===== src/rtl/trace_pkg.sv =====
// Shared types for the trace monitor: FSM states, record layout and widths.
package trace_pkg;

  localparam int CW_DEF = 32;
  localparam int PC_W   = 32;
  localparam int DROP_W = 16;

  typedef enum logic [1:0] {
    IDLE  = 2'd0,
    RUN   = 2'd1,
    DRAIN = 2'd2,
    DONE  = 2'd3
  } state_e;

  typedef struct packed {
    logic [CW_DEF-1:0] cycle;
    logic [PC_W-1:0]   pc;
    logic [CW_DEF-1:0] stall;
    logic [CW_DEF-1:0] flush;
  } trace_rec_t;

  localparam int REC_W = $bits(trace_rec_t);

  // Same field order as trace_rec_t, for counter widths other than CW_DEF.
  function automatic int rec_width(input int cw);
    return 3 * cw + PC_W;
  endfunction

endpackage


===== src/rtl/trace_monitor_if.sv =====
// Record stream from the trace monitor to a host/logger (valid/ready).
interface trace_monitor_if import trace_pkg::*; #(parameter int CW = CW_DEF);

  logic            valid;
  logic            ready;
  logic [CW-1:0]   cycle;
  logic [PC_W-1:0] pc;
  logic [CW-1:0]   stall;
  logic [CW-1:0]   flush;

  modport master (output valid, cycle, pc, stall, flush, input ready);
  modport slave  (input valid, cycle, pc, stall, flush, output ready);

endinterface


===== src/rtl/trace_fifo.sv =====
// Synchronous show-ahead FIFO; a push into a full FIFO succeeds when a pop
// happens on the same edge.
module trace_fifo #(
  parameter int DEPTH = 4,
  parameter int W     = 32
) (
  input  logic         clk_i,
  input  logic         rst_i,
  input  logic         push_i,
  input  logic [W-1:0] wdata_i,
  input  logic         pop_i,
  output logic [W-1:0] rdata_o,
  output logic         full_o,
  output logic         empty_o
);

  localparam int AW = $clog2(DEPTH);
  localparam logic [AW:0] FULL_CNT = (AW+1)'(DEPTH);

  logic [W-1:0]  mem_q [DEPTH];
  logic [AW-1:0] wr_ptr_q, rd_ptr_q;
  logic [AW:0]   count_q, count_d;
  logic          push_ok, pop_ok;

  assign full_o  = (count_q == FULL_CNT);
  assign empty_o = (count_q == '0);
  assign pop_ok  = pop_i & ~empty_o;
  assign push_ok = push_i & (~full_o | pop_ok);
  assign rdata_o = mem_q[rd_ptr_q];

  always_comb begin
    count_d = count_q;
    case ({push_ok, pop_ok})
      2'b10:   count_d = count_q + (AW+1)'(1);
      2'b01:   count_d = count_q - (AW+1)'(1);
      default: count_d = count_q;
    endcase
  end

  always_ff @(posedge clk_i or posedge rst_i) begin
    if (rst_i) begin
      for (int i = 0; i < DEPTH; i++) mem_q[i] <= '0;
      wr_ptr_q <= '0;
      rd_ptr_q <= '0;
      count_q  <= '0;
    end else begin
      if (push_ok) begin
        mem_q[wr_ptr_q] <= wdata_i;
        wr_ptr_q        <= wr_ptr_q + AW'(1);
      end
      if (pop_ok) rd_ptr_q <= rd_ptr_q + AW'(1);
      count_q <= count_d;
    end
  end

endmodule


===== src/rtl/trace_monitor.sv =====
// Per-cycle CPU trace recorder: samples PC/stall/flush while running, buffers
// records and drains them to a host. TRACE_BACKPRESSURE_EN freezes the CPU instead of dropping.
//
// state | meaning
// IDLE  | waiting for start_i
// RUN   | sampling one record per enabled cycle
// DRAIN | budget reached, emptying the FIFO
// DONE  | all records delivered, held until reset
module trace_monitor import trace_pkg::*; #(
  parameter int DEPTH      = 4,
  parameter int MAX_CYCLES = 64,
  parameter int CW         = CW_DEF
) (
  input  logic              clk_i,
  input  logic              rst_i,
  input  logic              start_i,
  input  logic [PC_W-1:0]   pc_i,
  input  logic              hazard_stall_i,
  input  logic              is_branch_i,
  input  logic              flush_i,
  trace_monitor_if.master   trace,
  output logic [DROP_W-1:0] drop_cnt_o,
  output logic              cpu_hold_o,
  output logic              done_o
);

  localparam int RW = (CW == CW_DEF) ? REC_W : rec_width(CW);
  localparam logic [CW-1:0] LAST_CYCLE = CW'(MAX_CYCLES - 1);

  state_e            state_q, state_d;
  logic [CW-1:0]     cycle_q, cycle_d;
  logic [CW-1:0]     stall_q, stall_d;
  logic [CW-1:0]     flush_q, flush_d;
  logic [DROP_W-1:0] drop_q, drop_d;
  logic              done_q, done_d;

  logic          fifo_full, fifo_empty, pop, sample, hold;
  logic [RW-1:0] wdata, rdata;

`ifdef TRACE_BACKPRESSURE_EN
  assign hold = fifo_full & (state_q == RUN);
`else
  assign hold = 1'b0;
`endif

  assign sample = (state_q == RUN) & start_i & ~hold;
  assign pop    = ~fifo_empty & trace.ready;
  // Record carries the counts including the sampled cycle itself.
  assign wdata  = {cycle_q, pc_i, stall_d, flush_d};

  always_comb begin
    state_d = state_q;
    cycle_d = cycle_q;
    stall_d = stall_q;
    flush_d = flush_q;
    drop_d  = drop_q;
    if (sample) begin
      stall_d = stall_q + CW'(hazard_stall_i & ~is_branch_i);
      flush_d = flush_q + CW'(flush_i);
      cycle_d = cycle_q + CW'(1);
      if (fifo_full && !pop && drop_q != '1) drop_d = drop_q + DROP_W'(1);
    end
    case (state_q)
      IDLE:    if (start_i) state_d = RUN;
      RUN:     if (sample && cycle_q == LAST_CYCLE) state_d = DRAIN;
      DRAIN:   if (fifo_empty) state_d = DONE;
      DONE:    state_d = DONE;
      default: state_d = IDLE;
    endcase
    done_d = done_q | (state_d == DONE);
  end

  always_ff @(posedge clk_i or posedge rst_i) begin
    if (rst_i) begin
      state_q <= IDLE;
      cycle_q <= '0;
      stall_q <= '0;
      flush_q <= '0;
      drop_q  <= '0;
      done_q  <= 1'b0;
    end else begin
      state_q <= state_d;
      cycle_q <= cycle_d;
      stall_q <= stall_d;
      flush_q <= flush_d;
      drop_q  <= drop_d;
      done_q  <= done_d;
    end
  end

  trace_fifo #(.DEPTH(DEPTH), .W(RW)) u_fifo (
    .clk_i   (clk_i),
    .rst_i   (rst_i),
    .push_i  (sample),
    .wdata_i (wdata),
    .pop_i   (pop),
    .rdata_o (rdata),
    .full_o  (fifo_full),
    .empty_o (fifo_empty)
  );

  assign trace.valid = ~fifo_empty;
  assign trace.cycle = rdata[RW-1 -: CW];
  assign trace.pc    = rdata[2*CW +: PC_W];
  assign trace.stall = rdata[CW +: CW];
  assign trace.flush = rdata[0 +: CW];

  assign drop_cnt_o = drop_q;
  assign cpu_hold_o = hold;
  assign done_o     = done_q;

endmodule


===== src/flat_wrapper.sv =====
// flat-port wrapper written by rule: the top's interface ports become plain ports
module trace_monitor_flat import trace_pkg::*;
#(
  parameter int DEPTH      = 4,
  parameter int MAX_CYCLES = 64,
  parameter int CW         = CW_DEF
)
  (clk_i, rst_i, start_i, pc_i, hazard_stall_i, is_branch_i, flush_i, drop_cnt_o, cpu_hold_o, done_o, trace_valid, trace_cycle, trace_pc, trace_stall, trace_flush, trace_ready);
  trace_monitor_if #(.CW(CW)) trace_i ();
  input  logic clk_i;
  input  logic rst_i;
  input  logic start_i;
  input  logic [PC_W-1:0] pc_i;
  input  logic hazard_stall_i;
  input  logic is_branch_i;
  input  logic flush_i;
  output logic [DROP_W-1:0] drop_cnt_o;
  output logic cpu_hold_o;
  output logic done_o;
  output wire logic [$bits(trace_i.valid)-1:0] trace_valid;
  output wire logic [$bits(trace_i.cycle)-1:0] trace_cycle;
  output wire logic [$bits(trace_i.pc)-1:0] trace_pc;
  output wire logic [$bits(trace_i.stall)-1:0] trace_stall;
  output wire logic [$bits(trace_i.flush)-1:0] trace_flush;
  input wire logic [$bits(trace_i.ready)-1:0] trace_ready;
  assign trace_valid = trace_i.valid;
  assign trace_cycle = trace_i.cycle;
  assign trace_pc = trace_i.pc;
  assign trace_stall = trace_i.stall;
  assign trace_flush = trace_i.flush;
  assign trace_i.ready = trace_ready;
  trace_monitor #(.DEPTH(DEPTH), .MAX_CYCLES(MAX_CYCLES), .CW(CW)) u_core (.clk_i(clk_i), .rst_i(rst_i), .start_i(start_i), .pc_i(pc_i), .hazard_stall_i(hazard_stall_i), .is_branch_i(is_branch_i), .flush_i(flush_i), .trace(trace_i), .drop_cnt_o(drop_cnt_o), .cpu_hold_o(cpu_hold_o), .done_o(done_o));
endmodule

===== config.mk =====
export PLATFORM = sky130hd
export DESIGN_NAME = trace_monitor_flat
export DESIGN_NICKNAME = d
export VERILOG_FILES = /design/src/rtl/trace_pkg.sv /design/src/rtl/trace_monitor_if.sv /design/src/rtl/trace_fifo.sv /design/src/rtl/trace_monitor.sv /design/src/flat_wrapper.sv
export SDC_FILE = /design/constraint.sdc
export NUM_CORES = 2
export LEC_CHECK = 0
export BUFFER_PORTS_ARGS = -buffer_cell sky130_fd_sc_hd__buf_2
export CAP_MARGIN = 20
export CORE_ASPECT_RATIO = 0.7
export CORE_UTILIZATION = 44
export DETAILED_ROUTE_END_ITERATION = 8
export PLACE_DENSITY = 0.57
export SLEW_MARGIN = 20
export SYNTH_ARGS = -nofsm -noshare
export SYNTH_HDL_FRONTEND = slang
export SYNTH_SLANG_ARGS = --single-unit

===== constraint.sdc =====
create_clock -name clk_i -period 27.6 [get_ports clk_i]
set_clock_uncertainty 0.2 [all_clocks]
set_input_delay 2.76 -clock clk_i [delete_from_list [all_inputs] [get_ports clk_i]]
set_output_delay 2.76 -clock clk_i [all_outputs]
set_load 0.01 [all_outputs]

# Yosys cells after proc, flatten, opt, wreduce, memory -nomap -nowiden
# Cells that the tools add are included.
[totals]
reg_bits = 634
output_inout_bits = 147
wordCells = 67
[classes]
magnitude_cmp = 3
add_sub_neg = 8
bitwise = 12
muxes = 13
n_eq_ne = 9
reduce_logical = 9
[ops]
columns = ["operator", "count"]
rows = [
  ["bitwise mux 512 bit", 1],
  ["2-to-1 mux 128 bit", 3],
  ["binary-select mux 128 bit (select 2 bit)", 1],
  ["demux 128 bit (select 2 bit)", 1],
  ["2-to-1 mux 32 bit", 2],
  ["adder 32 x 1 -> 32 bit", 1],
  ["adder 32 x 1 -> 32 bit, second input constant", 1],
  ["adder 32 bit", 1],
  ["AND 1 x 32 -> 32 bit", 1],
  ["== test 32 x 6 -> 1 bit, second input constant", 1],
  ["inverter 1 -> 32 bit", 1],
  ["adder 16 x 1 -> 16 bit, second input constant", 1],
  ["!= test 16 bit, second input constant", 1],
  ["== test 2 bit, second input constant", 4],
  ["one-hot mux 2 bit (4 select lines)", 1],
  ["greater-or-equal comparator 3 bit, second input constant", 2],
  ["2-to-1 mux 2 bit", 3],
  ["inverter 2 -> 3 bit", 2],
  ["one-hot mux 3 bit (2 select lines)", 1],
  ["adder 2 x 1 -> 2 bit, second input constant", 2],
  ["AND 1 bit", 4],
  ["== test 2 x 1 -> 1 bit, second input constant", 2],
  ["logical AND 1 bit", 4],
  ["adder 3 x 1 -> 3 bit, second input constant", 1],
  ["other kinds (10)", 12],
]

# Depth between registers and ports, before layout
[logic_depth]
word_depth = 8
mapped_depth = 9
mapped_depth_nobuf = 9

# Hierarchy
# Synthesis repeated with hierarchy kept, for this count alone.
[hier_totals]
cells_unflattened = 1788
area_unflattened_um2 = 30122.6
[modules_own_cells]
columns = ["mod", "n_inst", "area_per_inst_um2", "cells_per_inst"]
rows = [
  ["trace_fifo", 1, 24679.9, 1289],
  ["trace_monitor", 1, 5442.7, 499],
]

# Least setup slack after synthesis
# OpenSTA, ideal clock, no wires.
[synth_timing]
kind = "reg2out"
startpoint = "register u_core.u_fifo.rd_ptr_q[0]"
endpoint = "output trace_flush[13]"
setup_slack_ps = 22909
required_ps = 24640
arrival_time_ps = 1731
path_stages_with_launch = 6
path_buffers = 4
cell_sequence = "dfrtp_1 clkbuf_1 buf_2 clkbuf_1 clkbuf_1 mux4_2"
[synth_via]
elab_chain_len = 4
[synth_rtl]
columns = ["item", "line", "text"]
rows = [
  ["start: declaration", "trace_fifo.sv:21", "logic [AW-1:0] wr_ptr_q, rd_ptr_q;"],
  ["start signal: assignment", "trace_fifo.sv:51", "if (pop_ok) rd_ptr_q <= rd_ptr_q + AW'(1);"],
  ["inverter 2 -> 3 bit (not written as such)", "trace_fifo.sv:29", "assign rdata_o = mem_q[rd_ptr_q];"],
  ["binary-select mux 128 bit (select 2 bit)", "trace_fifo.sv:29", ""],
  ["2-to-1 mux 128 bit (not written as such) (2 in a row)", "trace_fifo.sv:29", ""],
  ["end: declaration", "flat_wrapper.sv:24", "output wire logic [$bits(trace_i.flush)-1:0] trace_flush;"],
]
# Every way passes these cells. The select of a mux whose other input is x is not followed.

# Worst setup path after layout
[layout_timing]
startpoint = "register u_core.u_fifo.rd_ptr_q[1]"
endpoint = "output trace_stall[23]"
[layout_via]
elab_chain_len = 4
[layout_rtl]
columns = ["item", "line", "text"]
rows = [
  ["inverter 2 -> 3 bit (not written as such)", "trace_fifo.sv:29", ""],
  ["binary-select mux 128 bit (select 2 bit)", "trace_fifo.sv:29", ""],
  ["2-to-1 mux 128 bit (not written as such) (2 in a row)", "trace_fifo.sv:29", ""],
  ["end: declaration", "flat_wrapper.sv:23", "output wire logic [$bits(trace_i.stall)-1:0] trace_stall;"],
]
# Every way passes these cells. The select of a mux whose other input is x is not followed.

==> results.toml <==
[sta]
setup_viol = 0
timing.fmax_mhz = 159
period_share = 0.228
hold_violations = 0
relSlewSlack = 0.304
drv_slew = 0
rsz0062_at_grt = "no"
worstMarginPinSlew_ns = 1.04
fin_crit_ns = 6.30
layout_setup_ws_ns = 21.30
fin_tns_setup_ns = 0

[critical_path]
crit_type = "reg -> out"
critPathMaxStageDelay_ns = 0.97
arrival_ns = 3.34
end_kind = "primary output"
r2r_start = "u_core.u_fifo.count_q[0]"
crit_required_ns = 24.64
cp_max_fo = 47
crit_slowest_cell = "dfrtp_4"
critPathLaunchType = "flip-flop"
crit_chain = "buf_4 > mux4_2 > buf_2"
critical-path-top-delay-family = "buffers and inverters"
worst-r2r-setup-slack_ns = 23.84
critPathLaunch = "u_core.u_fifo.rd_ptr_q[1]"
path_buf_inv = 2

[clocking]
cts_tree = "yes"
holdBufCountCts = 0
root_buffer = "clkbuf_16"
numCtsBuffers = 60
htreeDepth = 2
clk_latency_ns = 0.61
post_cts_resized = 0
cts_buffer_depth = 3
clk_pin_slew_ns = 0.06
clock-sinks = 634
cts_setup_buffers = 0

[global_route]
antenna_found_initial = 6
grt_busiest_layer = "met1"
grt_use_met1 = 0.302
grt_max_degree = 124
grt.met2_usage = 0.299
globalRouteMet3Util = 0.0323
grt_pass1_wl_mm = 99.8
grt_usage = 0.200
grt_pass1_vias = 17455
overflow = 0

[synthesis]
ys_seq_area_frac = 0.581
syn_area_um2 = 27300
ys_ff_latch = 634
syn_avg_cell_area_um2 = 12.8
ys_warn_count = 0
yosys.area.top_type = "dfrtp_1"
syn-instance-count = 2136
synthesis.nets = 2187
yosysUniqueCellTypes = 50
synth_top_area_frac = 0.581
netlist_top_cells_area = "dfrtp_1, mux4_2, mux2_1"

[floorplan]
die_w_um = 300
die_y_um = 211
ios = 186
rows = 76
die_area_um2 = 63100
initial_core_util = 0.445
core_region_area_um2 = 61400

[route]
vias = 16763
firstDrtPassIters = 5
post_drt_via_cell_ratio = 5.34
detail-route-antenna-nets = 0
drt-initial-drc-count = 924
wl_per_cell_um = 19.4
post-route-drc-count = 0
drt_wl_total_mm = 60.8

[final_layout]
fin_cells = 3139
layout.nets = 2319
layout_commonest_cell = "dfrtp_1"
layout_common_cells = "dfrtp_1, nand2_1, buf_2"
syn2layout_area_growth_pct = 13.9
fillCellCount = 5388
drive_above_1_share = 0.239

[pwr]
ir_worst_vdd_uv = 57.7
leakage_uw = 0.0146
total_power_uw = 2920
powerDensity_nw_per_um2 = 93.8

[worst_hold_path]
hp-class = "reg -> reg"
worstHoldStart = "u_core.done_o"

[placement]
placed_cells = 3024
place.gp.congestion = 0.758
portBuffers = 184
hpwl_mm = 37.3
pre_cts_slack_ns = 21.03

[outcome]
status = "complete, no violations"

[run]
cap_violations = 0
-- routing by layer --
metal | vias to the layer above | share of wire
met4 | 2 | 0.018
met1 | 8650 | 0.49
met5 | - | 0.00021
met3 | 77 | 0.042
li1 | 7758 | -
met2 | 276 | 0.45
-- cell type report --
type	count	area, µm²	area share
clock buffer	83	1690	0.0542
inverter	78	300	0.00964
sequential	634	15900	0.510
multi-input combinational	1287	10600	0.340
tap	819	1020	0.0329
timing repair buffer	207	1120	0.0359
clock inverter	27	523	0.0168
antenna	4	10.0	0.000321
-- final timing paths --
| check | cells after the start | to |
|---|---|---|
| worst min register to register | 1 | u_core.done_o |
| min in group asynchronous | 2 | u_core.u_fifo.mem_q[69] |
| worst max register to register | 6 | u_core.u_fifo.mem_q[196] |
| worst max-delay path | 3 | trace_stall[23] |
| worst min-delay path | 1 | u_core.done_o |
| max in group asynchronous | 5 | u_core.u_fifo.rd_ptr_q[0] |
-- sequential cells by signal, indices dropped and copies added, names as in the netlist --
register / cells
u_core.done_o: 1
u_core.u_fifo.rd_ptr_q: 2
u_core.u_fifo.mem_q: 512
u_core.u_fifo.count_q: 3
u_core.u_fifo.wr_ptr_q: 2
u_core.state_q: 2
u_core.drop_cnt_o: 16
u_core.cycle_q: 32
u_core.flush_q: 32
u_core.stall_q: 32
-- synthesized netlist by cell type (all sizes together) --
| library cell | n |
|---|---|
| nand2b | 3 |
| xor2 | 60 |
| nor2 | 34 |
| or3 | 2 |
| or4 | 5 |
| and3 | 10 |
| nand4b | 2 |
| and4 | 9 |
| nand3b | 1 |
| nand2 | 323 |
| nand4 | 41 |
| a31oi | 1 |
| dfrtp | 634 |
| nor3 | 14 |
| or4b | 1 |
| or2 | 3 |
| mux2i | 5 |
| mux4 | 128 |
| nor3b | 1 |
| and3b | 1 |
| and2 | 3 |
| xnor2 | 50 |
| nand3 | 37 |
| nor2b | 1 |
| ha | 11 |
| nor4 | 17 |
| inv | 78 |
| fa | 1 |
| clkbuf | 58 |
| conb | 1 |
| mux2 | 247 |
| nor4b | 2 |
| a21oi | 1 |
| o21ai | 271 |
| buf | 79 |
| a21o | 1 |
-- through the flow --
stage          hold WS [ns]  utilization  instance area (µm²)
5_1_grt               0.286        0.507                31100
4_1_cts               0.264        0.506                31100
3_5_place_dp          0.248        0.470                28900
6_report              0.264        0.507                31100
2_1_floorplan         0.245            -                27300
3_3_place_gp          0.243        0.470                28900
-- power by group --
part	leakage, µW	switching (µW)	total [µW]	internal (µW)
Combinational	0.00518	410	767	357
Sequential	0.00840	129	1230	1100
Clock	0.00107	361	927	566
Total	0.0146	899	2920	2020
-- logic make-up after synthesis --
kind of cell,after synthesis,share of synthesized area
AO/OA/AOI/OAI,274,0.0503
buffers and inverters,215,0.0327
AND/OR/NAND/NOR,510,0.0862
flip-flops,634,0.581
multiplexers,380,0.209
XOR/XNOR,110,0.0353
adder cells (fa/ha/maj),12,0.00577
other,1,0.000137
Power figures use the tool's default switching activity.
